<file path="src/rtl/pipe_pkg.sv">
// Shared constants and control types for the CPU pipeline stage registers.
package pipe_pkg;

  localparam logic [31:0] NOP_INSTR    = 32'h0000_0000;
  localparam logic [31:0] TEXT_BASE_PC = 32'h0000_3000;

  typedef struct packed {
    logic valid;
    logic flush;
  } pipe_ctrl_t;

endpackage

</file>
<file path="src/rtl/pipe_stage_reg_skid.sv">
// One-entry holding register for an instruction/PC pair; clear beats load beats take.
module pipe_skid_slot
  import pipe_pkg::*;
#(
  parameter int DATA_W = 32,
  parameter int PC_W   = 32
) (
  input  logic              clk,
  input  logic              reset,
  input  logic              clear,
  input  logic              load,
  input  logic              take,
  input  logic [DATA_W-1:0] d_instr,
  input  logic [PC_W-1:0]   d_pc,
  output logic              valid,
  output logic [DATA_W-1:0] q_instr,
  output logic [PC_W-1:0]   q_pc
);

  logic              valid_reg;
  logic [DATA_W-1:0] instr_reg;
  logic [PC_W-1:0]   pc_reg;

  // A load on the same cycle as a take refills the slot with the new entry.
  always_ff @(posedge clk or posedge reset) begin
    if (reset) begin
      valid_reg <= 1'b0;
      instr_reg <= '0;
      pc_reg    <= '0;
    end else if (clear) begin
      valid_reg <= 1'b0;
    end else if (load) begin
      valid_reg <= 1'b1;
      instr_reg <= d_instr;
      pc_reg    <= d_pc;
    end else if (take) begin
      valid_reg <= 1'b0;
    end
  end

  assign valid   = valid_reg;
  assign q_instr = instr_reg;
  assign q_pc    = pc_reg;

endmodule

</file>
<file path="src/rtl/pipe_stage_reg.sv">
// Handshaked inter-stage pipeline register with flush, optional skid slot and
// a saturating stall-cycle counter.
module pipe_stage_reg
  import pipe_pkg::*;
#(
  parameter int                DATA_W       = 32,
  parameter int                PC_W         = 32,
  parameter logic [DATA_W-1:0] BUBBLE_INSTR = {DATA_W{1'b0}},
  parameter logic [PC_W-1:0]   RESET_PC     = {PC_W{1'b0}},
  parameter bit                SKID         = 1'b1,
  parameter int                CNT_W        = 16
) (
  input  logic              clk,
  input  logic              reset,
  input  logic              in_valid,
  output logic              in_ready,
  input  logic [DATA_W-1:0] in_instr,
  input  logic [PC_W-1:0]   in_pc,
  input  logic              flush,
  output logic              out_valid,
  input  logic              out_ready,
  output logic [DATA_W-1:0] out_instr,
  output logic [PC_W-1:0]   out_pc,
  output logic [CNT_W-1:0]  stall_cnt
);

  localparam logic [CNT_W-1:0] CNT_ONE = {{(CNT_W-1){1'b0}}, 1'b1};

  logic              out_valid_reg;
  logic [DATA_W-1:0] out_instr_reg;
  logic [PC_W-1:0]   out_pc_reg;
  logic [CNT_W-1:0]  stall_cnt_reg;

  logic              skid_valid;
  logic [DATA_W-1:0] skid_instr;
  logic [PC_W-1:0]   skid_pc;

  logic       load_main;
  logic       stalled;
  pipe_ctrl_t in_ctrl;

  assign load_main = !out_valid_reg | out_ready;
  assign stalled   = out_valid_reg & !out_ready;
  assign in_ctrl   = '{valid: in_valid & in_ready, flush: flush};

  generate
    if (SKID) begin : g_skid
      logic skid_load;
      logic skid_take;

      // Accepts go to the slot while the main register is stalled, or when the
      // slot is draining into main this cycle.
      assign skid_load = in_ctrl.valid & (skid_valid | !load_main);
      assign skid_take = load_main & skid_valid;

      pipe_skid_slot #(
        .DATA_W (DATA_W),
        .PC_W   (PC_W)
      ) u_skid (
        .clk     (clk),
        .reset   (reset),
        .clear   (in_ctrl.flush),
        .load    (skid_load),
        .take    (skid_take),
        .d_instr (in_instr),
        .d_pc    (in_pc),
        .valid   (skid_valid),
        .q_instr (skid_instr),
        .q_pc    (skid_pc)
      );

      assign in_ready = !skid_valid;
    end else begin : g_noskid
      assign skid_valid = 1'b0;
      assign skid_instr = '0;
      assign skid_pc    = '0;
      assign in_ready   = load_main;
    end
  endgenerate

  always_ff @(posedge clk or posedge reset) begin
    if (reset) begin
      out_valid_reg <= 1'b0;
      out_instr_reg <= BUBBLE_INSTR;
      out_pc_reg    <= RESET_PC;
    end else if (in_ctrl.flush) begin
      out_valid_reg <= 1'b0;
      out_instr_reg <= BUBBLE_INSTR;
      out_pc_reg    <= RESET_PC;
    end else if (load_main) begin
      if (skid_valid) begin
        out_valid_reg <= 1'b1;
        out_instr_reg <= skid_instr;
        out_pc_reg    <= skid_pc;
      end else if (in_ctrl.valid) begin
        out_valid_reg <= 1'b1;
        out_instr_reg <= in_instr;
        out_pc_reg    <= in_pc;
      end else begin
        // Bubble: PC keeps its last value for debug visibility.
        out_valid_reg <= 1'b0;
        out_instr_reg <= BUBBLE_INSTR;
      end
    end
  end

  always_ff @(posedge clk or posedge reset) begin
    if (reset) begin
      stall_cnt_reg <= '0;
    end else if (stalled && (stall_cnt_reg != '1)) begin
      stall_cnt_reg <= stall_cnt_reg + CNT_ONE;
    end
  end

  assign out_valid = out_valid_reg;
  assign out_instr = out_instr_reg;
  assign out_pc    = out_pc_reg;
  assign stall_cnt = stall_cnt_reg;

endmodule

</file>
<file path="config.mk">
export PLATFORM = sky130hd
export DESIGN_NAME = pipe_stage_reg
export DESIGN_NICKNAME = d
export VERILOG_FILES = /design/src/rtl/pipe_pkg.sv /design/src/rtl/pipe_stage_reg_skid.sv /design/src/rtl/pipe_stage_reg.sv
export SDC_FILE = /design/constraint.sdc
export NUM_CORES = 1
export LEC_CHECK = 0
export CAP_MARGIN = 20
export CORE_MARGIN = 5
export CORE_UTILIZATION = 50
export DETAILED_ROUTE_END_ITERATION = 10
export PLACE_DENSITY_LB_ADDON = 0.1
export SETUP_SLACK_MARGIN = 0.4
export SKIP_CTS_REPAIR_TIMING = 1
export SLEW_MARGIN = 20
export SYNTH_ARGS = -nofsm -noshare
export SYNTH_HDL_FRONTEND = slang
export SYNTH_SLANG_ARGS = --single-unit
</file>
<file path="constraint.sdc">
create_clock -name clk -period 5.4 [get_ports clk]
set_input_delay 1.08 -clock clk [delete_from_list [all_inputs] [get_ports clk]]
set_output_delay 1.08 -clock clk [all_outputs]
set_load 0.01 [all_outputs]
</file>
Yosys cells after proc, flatten, opt, wreduce, memory -nomap -nowiden. Index checks and enable logic that the tools add are counted.

Equal/unequal tests: 1. Bitwise gates (word level): 7. Add/subtract/negate cells: 1. Multiplexer cells: 15. Reduce and logical (&&, ||, !) cells: 10.

Operators by type and width (number): $mux 32 (8); $add 16x1->16 const B (1); $ne 16x16->1 const B (1); $mux 1 (7); $reduce_bool 3->1 (2); $and 1x1->1 (4); $logic_not 1->1 (4); $reduce_and 2->1 (2); $or 1x1->1 (2); $reduce_bool 2->1 (1); $logic_and 1x1->1 (1); $not 1->1 (1).

Output and inout bits: 82. Bits in registers: 146. Logic and storage cells: 41. Bits of input ports: 69.

Logic depth before layout (Yosys ltp).
Depth in word-level cells: 7. Gate-level depth with buffers: 6. Depth with buffers taken out: 5.

Hierarchy. From an unflattened synthesis, not the netlist that was laid out.

Cells, all modules: 511. Area, all modules: 6575.1 sq um.

Modules (own cells, without submodules): pipe_stage_reg (seq. area each 2026.9 sq um, cells each 370, area an instance 3829.9 sq um, instances 1); pipe_skid_slot (seq. area each 1626.6 sq um, cells each 141, area an instance 2745.1 sq um, instances 1).

Least setup slack after synthesis. Ideal clock, no wire load.

Path kind: input to register. From: input port flush. To: register g_skid.u_skid.instr_reg[0], in the netlist g_skid.u_skid.q_instr[0]. Data required time: 5275 ps. Library setup time: 125 ps. Cell stages on the path: 5. Setup slack: 3094 ps. Data arrival time: 2182 ps. Cells stage by stage: clkbuf_1 > nor2_1 > nand2_1 > buf_2 > mux2_2.

Longest elaborated chain between the ends: 2.

Ends and longest elaborated chain: start: declaration (line pipe_stage_reg.sv:19) `input logic flush,`; $not 1->1 (no line); $reduce_and 2->1 (no line); end signal: assignment (line pipe_stage_reg_skid.sv:34) `instr_reg <= d_instr;`; end: declaration (line pipe_stage_reg_skid.sv:21) `logic [DATA_W-1:0] instr_reg;`.

Every way passes these cells. A chain may end at the register's enable or synchronous reset.

Final worst setup path.
From: input port in_valid. To: register g_skid.u_skid.pc_reg[10], in the netlist g_skid.u_skid.q_pc[10].

Longest elaborated chain between the ends: 3.

Ends and longest elaborated chain: start: declaration (line pipe_stage_reg.sv:15) `input logic in_valid,`; $and 1x1->1 (line pipe_stage_reg.sv:44) `assign in_ctrl = '{valid: in_valid & in_ready, flush: flush};`; $and 1x1->1 (line pipe_stage_reg.sv:53) `assign skid_load = in_ctrl.valid & (skid_valid | !load_main);`; $reduce_and 2->1 (no line); end signal: assignment (line pipe_stage_reg_skid.sv:35) `pc_reg <= d_pc;`; end: declaration (line pipe_stage_reg_skid.sv:22) `logic [PC_W-1:0] pc_reg;`.

Every way passes these cells.

==> qor.yml <==
run_status:
  outcome: "finished clean"
detailed_routing:
  dr.pass1.iters: 4
  via_per_inst: 5.55
  drcViolationCount: 0
  wire_per_inst_microns: 18.5
  drt_iter0_markers: 335
  vias: 4598
  wl_microns: 15300
  ant_nets: 0
cells_and_area:
  areaGrowthSynthToFinish_pct: 36.3
  final_design_area_no_fill_sq_um: 8580
  drive_gt1_share_pct: 17.1
  multiInputGateArea_sq_um: 2490
  antennaDiodeCount: 0
  seq_area_sq_um: 3660
  num-fill-cells: 951
  layout.nets: 714
  final_util_pct: 68.8
timing:
  holdWs_ns: 0.492
  final.setup.tns_ns: 0
  hold_viol: 0
  relSlewSlack_pct: 25.6
  tightestPinTransition_ns: 1.11
  finalCritPeriodShare_pct: 63.8
  max_freq_mhz: 290
  timing.final.ws_setup_ns: 1.95
  timing.final.crit_period_ns: 3.45
  slew_violations: 0
  skew_ns: 0.00566
  rsz0062_at_grt: "no"
  setup_viol: 0
clock_tree:
  cts_root_buffer: "clkbuf_16"
  cts_tree: "built"
  cts_sinks: 146
  clock_latency_ns: 0.41
  cts_buffer_depth: 2
  clk_pin_slew_ns: 0.06
  numCtsBuffers: 17
  htree_levels: 4
global_routing:
  grt_max_degree: 147
  grt_pass1_wl_microns: 25100
  grt_pass1_vias: 4940
  grt_usage_pct: 21.6
  gr-total-overflow: 0
  antenna_found_initial: 0
power:
  p_switching_mw: 0.725
  clkPwrFrac_pct: 41.1
  p_leak_nw: 3.69
  powerDensity_nw_per_um2: 365
  p_seq_share_pct: 44.0
  vdd_drop_max_mv: 0.234
  internal-power_mw: 2.41
  pwr-share-comb_pct: 14.9
  p_sw_share_pct: 23.2
setup_path:
  critPathLaunchType: "input pin"
  path_cells: "clkdlybuf4s50_1 -> nor2b_1 -> nand2_4 -> mux2_2"
  path_max_fanout: 64
  endpoint_kind: "flop"
  cpMaxStageDelayCell: "clkdlybuf4s50_1"
  worst_ep_required_time_ns: 5.70
  cp_top_family: "buffers and inverters"
  critPathKind: "in2reg"
  arrival_ns: 3.74
  regToRegSetupSlack_ns: 2.75
  critPathBufInv: 1
  max_stage_delay_ns: 1.21
yosys:
  avgSynthCellArea_sq_um: 12.4
  synth_seq_area_share_pct: 58.1
  synth_top_family_by_area: "multiplexers"
  syn_nets: 578
  synthAdderAreaFrac_pct: 0.199
  synth-seq-cells: 146
  synthXorXnorAreaFrac_pct: 1.95
  synthMuxAreaShare_pct: 17.0
  synth_cells: 508
  ys_types: 34
  synth-simple-area-share_pct: 11.4
  synth_compound_area_share_pct: 8.73
  ys.warnings.count: 0
  syn_area_sq_um: 6290
min_path:
  hp-class: "reg2reg"
floorplan:
  core_sq_um: 12500
  die_h_microns: 122
  ioPinCount: 151
  start_util_pct: 50.5
  die_w_microns: 122
  die_area_sq_um: 14900
  num_rows: 41
place:
  pre_cts_ws_ns: 1.60
  gp_congestion: 0.791
  port_buffers: 150
  dp.final_hpwl_microns: 9740
  place_area_sq_um: 7930
flow_run:
  cap_viol_max_count: 0
-- worst reg2reg max path, delay by kind of cell (launching register included) --
family / cells / cell delay (ns)
AND/OR/NAND/NOR: 2 / 0.98
buffers and inverters: 1 / 0.70
multiplexers: 1 / 0.46
flip-flops: 1 / 0.40
-- power by group through the flow --
| stage | clock, mW | combinational, mW | sequential, mW |
|---|---|---|---|
| detailed placement | 0 | 0.473 | 1.39 |
| global placement | 0 | 0.455 | 1.38 |
| finish | 1.29 | 0.468 | 1.38 |
| global route | 1.36 | 0.512 | 1.40 |
| CTS | 1.31 | 0.475 | 1.38 |
| floorplan | 0 | 0.242 | 1.39 |
-- final timing paths --
path                                startpoint  depth (start not counted)                     end
max                                   in_valid                          4  g_skid.u_skid.q_pc[10]
min                                 out_pc[14]                          1              out_pc[14]
max reg2reg                g_skid.u_skid.valid                          4  g_skid.u_skid.q_pc[10]
min reg2reg                         out_pc[14]                          1              out_pc[14]
max in group asynchronous                reset                          3     g_skid.u_skid.valid
min in group asynchronous                reset                          3  g_skid.u_skid.q_pc[21]
-- placed cells by master, fill, tap and decap left out, types with 2 or more instances in the layout --
cell / instances
mux2_2: 65
buf_4: 5
xor2_1: 3
nand2_1: 7
xnor2_1: 11
clkinvlp_4: 2
clkbuf_16: 17
clkinv_2: 5
nor3_1: 37
clkbuf_1: 2
nor2_1: 38
mux2i_1: 32
bufinv_16: 6
o2111ai_1: 2
clkdlybuf4s50_1: 150
a211oi_1: 31
nand3_1: 8
nand4_1: 4
and3_1: 33
o2bb2ai_1: 32
dfrtp_1: 145
-- cell usage after synthesis (all sizes together) --
master	instances	area share, %
a211oi	31	3.7
a21oi	1	0.079
a221oi	1	0.14
and2	1	0.14
and3	34	3.4
and4	1	0.16
buf	14	1.1
clkbuf	25	1.5
dfrtp	146	58
ha	1	0.20
inv	2	0.12
mux2	66	12
mux2i	32	5.1
nand2	8	0.48
nand2b	1	0.099
nand3	8	0.64
nand4	5	0.60
nand4b	1	0.14
nor2	39	2.3
nor2b	2	0.20
nor3	37	2.9
o2111ai	2	0.28
o21ai	1	0.079
o2bb2ai	32	4.5
or2	1	0.099
or3	1	0.099
or4	1	0.12
xnor2	11	1.5
xor2	3	0.42
-- cells by family after synthesis --
kind of cell / Yosys count
flops: 146
simple gates: 140
mux: 98
compound gates: 68
buf+inv: 41
xor+xnor: 14
fa+ha+maj: 1
-- final cells by class --
type                            count  area share, %
Sequential cell                   146           42.6
Multi-Input combinational cell    321           29.0
Timing Repair Buffer              156           18.2
Clock buffer                       19           5.05
Tap cell                          172           2.51
Clock inverter                     12           2.48
Inverter                            2          0.131
-- per-layer routing --
layer  routed length (microns)  global-route usage, %  up-vias
met4                       244                   7.56        0
li1                          -                      -     2121
met5                         0                      0        -
met3                       955                   6.50       20
met2                      7740                   37.0      132
met1                      6370                   26.1     2325
-- metrics by stage --
| step | cells | power (mW) |
|---|---|---|
| 6_report | 828 | 3.13 |
| 5_1_grt | 828 | 3.27 |
| 4_1_cts | 828 | 3.16 |
| 3_5_place_dp | 797 | 1.86 |
| 3_3_place_gp | 797 | 1.83 |
| 2_1_floorplan | 508 | 1.63 |
No activity file was read; power rests on OpenSTA's default activity.
